<file path="src/rtl/npxl_strang_treiber_if.sv">
// Request / status / pixel-RAM bundle of the NeoPixel strand driver.
// master: frame requester + pixel RAM, slave: npxl_strang_treiber.
interface npxl_strang_treiber_if #(
    parameter int LEDS         = 20,
    parameter int BITS_PER_LED = 24
);
    localparam int AW = $clog2(LEDS);
    localparam int LW = $clog2(LEDS + 1);

    logic                    i_start;
    logic [LW-1:0]           i_len;
    logic [7:0]              i_brightness;
    logic [AW-1:0]           o_addr;
    logic [BITS_PER_LED-1:0] i_pixel;
    logic                    o_busy;
    logic                    o_done;

    modport master (
        output i_start, i_len, i_brightness, i_pixel,
        input  o_addr, o_busy, o_done
    );

    modport slave (
        input  i_start, i_len, i_brightness, i_pixel,
        output o_addr, o_busy, o_done
    );
endinterface

</file>
<file path="src/rtl/npxl_strang_treiber.sv">
// WS2812/SK6812 strand driver: streams len colour words from a pixel RAM.
// Ports: i_clk, i_rst (sync, high), bus (start/len/brightness, RAM, busy/done), o_npxl_data.
module npxl_strang_treiber #(
    parameter int LEDS         = 20,
    parameter int BITS_PER_LED = 24,
    parameter int T_BIT        = 60,
    parameter int T0H          = 20,
    parameter int T1H          = 40,
    parameter int T_RESET      = 3600
) (
    input  logic                 i_clk,
    input  logic                 i_rst,
    npxl_strang_treiber_if.slave bus,
    output logic                 o_npxl_data
);
    localparam int AW   = $clog2(LEDS);
    localparam int LW   = $clog2(LEDS + 1);
    localparam int BW   = $clog2(BITS_PER_LED);
    localparam int NCH  = BITS_PER_LED / 8;
    localparam int CMAX = (T_RESET > T_BIT) ? T_RESET : T_BIT;
    localparam int CW   = $clog2(CMAX);

    typedef enum logic [1:0] {
        S_IDLE,
        S_FETCH,
        S_SEND,
        S_LATCH
    } state_t;

    state_t                  state, state_d;
    logic                    fetch_rdy;
    logic                    done_q;
    logic [CW-1:0]           cnt;
    logic [BW-1:0]           bit_idx;
    logic [LW-1:0]           led;
    logic [LW-1:0]           len_q;
    logic [LW-1:0]           len_in;
    logic [LW-1:0]           addr_nxt;
    logic [7:0]              bright_q;
    logic [AW-1:0]           addr_q;
    logic [BITS_PER_LED-1:0] shift_q;
    logic [BITS_PER_LED-1:0] shadow_q;
    logic                    start_ok;
    logic                    bit_end;
    logic                    last_bit;
    logic                    last_led;
    logic                    latch_end;

    // Per channel: (c * (bright + 1)) >> 8.
    function automatic logic [BITS_PER_LED-1:0] scale(
        input logic [BITS_PER_LED-1:0] px,
        input logic [7:0]              b
    );
        logic [15:0] p;
        scale = '0;
        for (int i = 0; i < NCH; i++) begin
            p = {8'd0, px[8*i +: 8]} * ({8'd0, b} + 16'd1);
            scale[8*i +: 8] = 8'(p >> 8);
        end
    endfunction

    assign len_in    = (bus.i_len > LW'(LEDS)) ? LW'(LEDS) : bus.i_len;
    // The o_done cycle is still part of the finished frame.
    assign start_ok  = (state == S_IDLE) && !done_q && bus.i_start;
    assign bit_end   = (cnt == CW'(T_BIT - 1));
    assign last_bit  = (bit_idx == BW'(BITS_PER_LED - 1));
    assign last_led  = (led == len_q - LW'(1));
    assign latch_end = (cnt == CW'(T_RESET - 1));
    // Prefetch target n+2, saturating at the last LED of the frame.
    assign addr_nxt  = (led + LW'(1) >= len_q - LW'(1)) ?
                       len_q - LW'(1) : led + LW'(2);

    always_ff @(posedge i_clk) begin
        if (i_rst) begin
            state <= S_IDLE;
        end else begin
            state <= state_d;
        end
    end

    always_comb begin
        state_d = state;
        unique case (state)
            S_IDLE: begin
                if (start_ok) begin
                    state_d = (len_in == '0) ? S_LATCH : S_FETCH;
                end
            end
            S_FETCH: begin
                if (fetch_rdy) begin
                    state_d = S_SEND;
                end
            end
            S_SEND: begin
                if (bit_end && last_bit && last_led) begin
                    state_d = S_LATCH;
                end
            end
            S_LATCH: begin
                if (latch_end) begin
                    state_d = S_IDLE;
                end
            end
            default: state_d = S_IDLE;
        endcase
    end

    always_comb begin
        o_npxl_data = 1'b0;
        if (state == S_SEND) begin
            o_npxl_data = cnt < (shift_q[BITS_PER_LED-1] ?
                                 CW'(T1H) : CW'(T0H));
        end
        bus.o_busy = (state != S_IDLE);
        bus.o_done = done_q;
        bus.o_addr = addr_q;
    end

    always_ff @(posedge i_clk) begin
        if (i_rst) begin
            fetch_rdy <= 1'b0;
            done_q    <= 1'b0;
            cnt       <= '0;
            bit_idx   <= '0;
            led       <= '0;
            len_q     <= '0;
            bright_q  <= '0;
            addr_q    <= '0;
            shift_q   <= '0;
            shadow_q  <= '0;
        end else begin
            done_q    <= (state == S_LATCH) && latch_end;
            // First FETCH cycle covers the RAM read latency.
            fetch_rdy <= (state == S_FETCH) && !fetch_rdy;
            unique case (state)
                S_IDLE: begin
                    if (start_ok) begin
                        len_q    <= len_in;
                        bright_q <= bus.i_brightness;
                        addr_q   <= '0;
                        led      <= '0;
                        cnt      <= '0;
                        bit_idx  <= '0;
                    end
                end
                S_FETCH: begin
                    if (fetch_rdy) begin
                        shift_q <= scale(bus.i_pixel, bright_q);
                        addr_q  <= (len_q > LW'(1)) ? AW'(1) : '0;
                        cnt     <= '0;
                        bit_idx <= '0;
                        led     <= '0;
                    end
                end
                S_SEND: begin
                    if (bit_end) begin
                        cnt <= '0;
                        if (last_bit) begin
                            bit_idx <= '0;
                            led     <= led + LW'(1);
                            shift_q <= shadow_q;
                        end else begin
                            bit_idx <= bit_idx + BW'(1);
                            shift_q <= shift_q << 1;
                        end
                        // Word for LED n+1 has been on i_pixel for most of bit 0.
                        if (bit_idx == '0) begin
                            shadow_q <= scale(bus.i_pixel, bright_q);
                            addr_q   <= AW'(addr_nxt);
                        end
                    end else begin
                        cnt <= cnt + CW'(1);
                    end
                end
                S_LATCH: begin
                    cnt <= latch_end ? '0 : cnt + CW'(1);
                end
                default: begin
                end
            endcase
        end
    end
endmodule

</file>
<file path="src/flat_wrapper.sv">
// flat-port wrapper written by rule: the top's interface ports become plain ports
module npxl_strang_treiber_flat 
#(
    parameter int LEDS         = 20,
    parameter int BITS_PER_LED = 24,
    parameter int T_BIT        = 60,
    parameter int T0H          = 20,
    parameter int T1H          = 40,
    parameter int T_RESET      = 3600
)
  (i_clk, i_rst, o_npxl_data, bus_i_start, bus_i_len, bus_i_brightness, bus_i_pixel, bus_o_addr, bus_o_busy, bus_o_done);
  npxl_strang_treiber_if #(.LEDS(LEDS), .BITS_PER_LED(BITS_PER_LED)) bus_i ();
  input  logic i_clk;
  input  logic i_rst;
  output logic o_npxl_data;
  input wire logic [$bits(bus_i.i_start)-1:0] bus_i_start;
  input wire logic [$bits(bus_i.i_len)-1:0] bus_i_len;
  input wire logic [$bits(bus_i.i_brightness)-1:0] bus_i_brightness;
  input wire logic [$bits(bus_i.i_pixel)-1:0] bus_i_pixel;
  output wire logic [$bits(bus_i.o_addr)-1:0] bus_o_addr;
  output wire logic [$bits(bus_i.o_busy)-1:0] bus_o_busy;
  output wire logic [$bits(bus_i.o_done)-1:0] bus_o_done;
  assign bus_i.i_start = bus_i_start;
  assign bus_i.i_len = bus_i_len;
  assign bus_i.i_brightness = bus_i_brightness;
  assign bus_i.i_pixel = bus_i_pixel;
  assign bus_o_addr = bus_i.o_addr;
  assign bus_o_busy = bus_i.o_busy;
  assign bus_o_done = bus_i.o_done;
  npxl_strang_treiber #(.LEDS(LEDS), .BITS_PER_LED(BITS_PER_LED), .T_BIT(T_BIT), .T0H(T0H), .T1H(T1H), .T_RESET(T_RESET)) u_core (.i_clk(i_clk), .i_rst(i_rst), .bus(bus_i), .o_npxl_data(o_npxl_data));
endmodule
</file>
<file path="config.mk">
export PLATFORM = sky130hd
export DESIGN_NAME = npxl_strang_treiber_flat
export DESIGN_NICKNAME = d
export VERILOG_FILES = /design/src/rtl/npxl_strang_treiber_if.sv /design/src/rtl/npxl_strang_treiber.sv /design/src/flat_wrapper.sv
export SDC_FILE = /design/constraint.sdc
export NUM_CORES = 1
export LEC_CHECK = 0
export BUFFER_PORTS_ARGS = -buffer_cell sky130_fd_sc_hd__buf_2
export CAP_MARGIN = 15
export CORE_MARGIN = 2
export CORE_UTILIZATION = 35
export DETAILED_ROUTE_END_ITERATION = 8
export GPL_TIMING_DRIVEN = 1
export MAX_ROUTING_LAYER = met4
export PLACE_DENSITY = 0.47
export SLEW_MARGIN = 20
export SYNTH_ARGS = -nofsm -noshare
export SYNTH_HDL_FRONTEND = slang
export SYNTH_SLANG_ARGS = --single-unit
</file>
<file path="constraint.sdc">
create_clock -name i_clk -period 12 [get_ports i_clk]
set_input_delay 2.4 -clock i_clk [delete_from_list [all_inputs] [get_ports i_clk]]
set_output_delay 2.4 -clock i_clk [all_outputs]
set_load 0.1 [all_outputs]
</file>
==> results.tsv <==
metric	value	unit
cp.required	12.25	ns
power_leakage	0.00573	uW
synth_largest_area_cell	fa_1	
worst_pin_slew	0.975	ns
rsz0062_at_grt	no	
fin_crit	6.74	ns
grt_max_degree	75	
cap_viol_max_count	0	
syn_nets	1637	
final_max_slew_viol_count	0	
num_rows	65	
hold_class	reg2reg	
synth_compound_area_share	11.5	%
grt_pass1_vias	9153	
final-seq-area	0.00184	mm^2
gp_congestion	0.793	
vias	8958	
die_x	183	um
synthSimpleGateAreaFrac	24.7	%
cts_repair_resize_count	0	
placed_cells	1769	
status	finished clean	
slew_headroom	34.8	%
core	0.0316	mm^2
cts_tree	yes	
dieArea	0.0336	mm^2
synth_cell_types	75	
area_delta_synth_final	8.68	%
grt.overflow.total	0	
drc	0	
placed_area	0.0119	mm^2
final_nets	1655	
ys.flop_type	dfxtp_1	
antenna-diode-count	0	
crit_path_end_kind	register	
drt_wl_total	28500	um
grt_antenna_before_repair	0	
synth.area.top_cells	fa_1 (21%), dfxtp_1 (16%), ha_1 (13%)	
avgViaCountPerCell	5.02	
clock_path_buffers	2	
crit_path_max_fanout	9	
dr.pass1.iters	4	
synth-seq-cells	92	
synth-adder-area-share	34.4	%
mappedNetlistArea	0.0113	mm^2
tns	0	ns
nFillCells	3261	
multiInputGateArea	0.00860	mm^2
cts_htree_levels	3	
port_buffers	47	
layout-drive-gt1-share	7.74	%
p_per_area	145	mW/mm^2
fin_skew	0.0131	ns
fin_hold_ws	0.441	ns
peakVddDrop	92.9	uV
clock-sinks	92	
synth_xor_area_share	4.28	%
wl_per_cell	15.9	um
seq_area_frac_synth	16.4	%
track_usage	18.5	%
initial_utilization	35.6	%
io-pin-count	48	
startpoint_type	input port	
synth-edff-count	0	
worst_ep_arrival_time	6.99	ns
hold_viol	0	
fmax	148	MHz
clkLatencyLatePin	0.36	ns
clk_pin_slew	0.08	ns
async_reset_ff_share	0	%
synthMuxAreaShare	1.19	%
finalSetupViolCount	0	
yosys.area.top_type_share	21.3	%
ant_nets	0	
stdcell_area	0.0122	mm^2
drt-initial-drc-count	323	
synthCells	1360	
hpwl	20900	um
finalCritPeriodShare	56.2	%
synth_top_family_by_area	adder cells	
die_height	183	um
syn_avg_cell_area	8.27	um^2
synth_warnings	0	
post_cts_buffers	0	
criticalPathCategory	in2reg	
cts_buffers	9	
cts.hold.buffers_added	0	
finalPower	1780	uW
grt_pass1_wl	48500	um
layout.cells.non_filler	1785	
clockRootBuffer	clkbuf_16	
[cells in the mapped netlist (4+ instances only)]
master and number:
fa_1 120, nand4_1 11, nand2b_1 11, and2_1 138, o21a_1 7, o22ai_1 4
xnor2_1 37, nor2b_1 24, nand3_1 34, inv_1 171, o211ai_1 7, a21o_1 14
nor2_1 54, a211oi_1 7, a22oi_1 4, a31oi_1 13, nand4b_1 4, nor4_1 6
ha_1 117, and3_1 8, o21ai_1 11, dfxtp_1 92, xor2_1 18, nor4b_1 4
nand2_1 186, nor3_1 19, nand3b_1 5, mux2i_1 10, a21oi_1 78, o21ai_0 30
clkbuf_1 51
[logic make-up after synthesis]
| logic type | count (synthesis) |
|---|---|
| AO/OA/AOI/OAI | 205 |
| XOR/XNOR | 55 |
| adder cells (fa/ha/maj) | 237 |
| buffers and inverters | 227 |
| flip-flops | 92 |
| multiplexers | 13 |
| AND/OR/NAND/NOR | 531 |
[power breakdown]
| part | leakage, uW | total (uW) | switching, uW | internal [uW] |
|---|---|---|---|---|
| combinational | 0.00484 | 1110 | 690 | 425 |
| clock | 0.000142 | 289 | 142 | 147 |
| sequential | 0.000746 | 373 | 28.9 | 345 |
[placed cells by master (no fill, tap or decap), drive strengths merged, types with 8 or more instances in the layout]
cell type | Yosys | final
nand2 | 186 | 186
inv | 171 | 175
clkbuf | 52 | 9
and3 | 10 | 10
nand2b | 11 | 11
a211oi | 8 | 8
xor2 | 18 | 18
dfxtp | 92 | 92
a21oi | 79 | 79
nor2 | 54 | 54
a21o | 14 | 14
nand4 | 12 | 12
fa | 120 | 120
xnor2 | 37 | 37
and2 | 138 | 138
buf | 4 | 63
nand3 | 34 | 34
ha | 117 | 117
o21ai | 43 | 43
mux2i | 10 | 10
nor2b | 24 | 24
a31oi | 13 | 13
nor3 | 22 | 22
[layout make-up]
type                            count  share of cell area [%]
Timing Repair Buffer               63                    2.91
Clock buffer                        9                    1.84
Tap cell                          402                    4.11
Clock inverter                      7                   0.552
Sequential cell                    92                    15.1
Inverter                          171                    5.25
Multi-Input combinational cell   1041                    70.3
[per-stage QoR]
stage / utilization, % / setup slack (ns)
global route: 38.7 / 4.99
finish: 38.7 / 5.26
detailed placement: 37.7 / 4.89
global placement: 37.7 / 4.91
floorplan: - / 3.73
CTS: 38.7 / 5.25
[metal layers]
metal  routed length [um]  part of all wire [%]  track usage (%)
met1                14300                    50             25.2
met2                13300                    47             30.3
met5                    0                     0                -
met3                  569                   2.0             1.75
met4                  318                   1.1             2.94
[worst paths after layout]
kind	cells past startpoint	from	end	slack (ns)
max	16	bus_i_pixel[15]	u_core.shift_q[15]	5.26
min	2	u_core.bus.o_addr[3]	u_core.bus.o_addr[3]	0.44
max reg2reg	19	u_core.bright_q[0]	u_core.shift_q[15]	6.11
min reg2reg	2	u_core.bus.o_addr[3]	u_core.bus.o_addr[3]	0.44
[worst max-delay path, stage by stage]
cell and delay, ns:
buf_2 0.16, and2_1 0.17, fa_1 0.51, fa_1 0.52
fa_1 0.55, inv_1 0.06, fa_1 0.54, inv_1 0.04
ha_1 0.34, and3_4 0.18, a221o_1 0.37, a22oi_2 0.18
a21oi_1 0.12, or4_1 0.50, a311oi_1 0.29, nor2_1 0.06
[registers in the layout, indices dropped and copies added (netlist names)]
name and cells:
u_core.cnt 12, u_core.len_q 5, u_core.bus.o_done 1, u_core.bright_q 8
u_core.bit_idx 5, u_core.bus.o_addr 5, u_core.fetch_rdy 1, u_core.shift_q 24
u_core.shadow_q 24, u_core.state 2, u_core.led 5
Note: power is estimated with default switching activity, not from simulation.
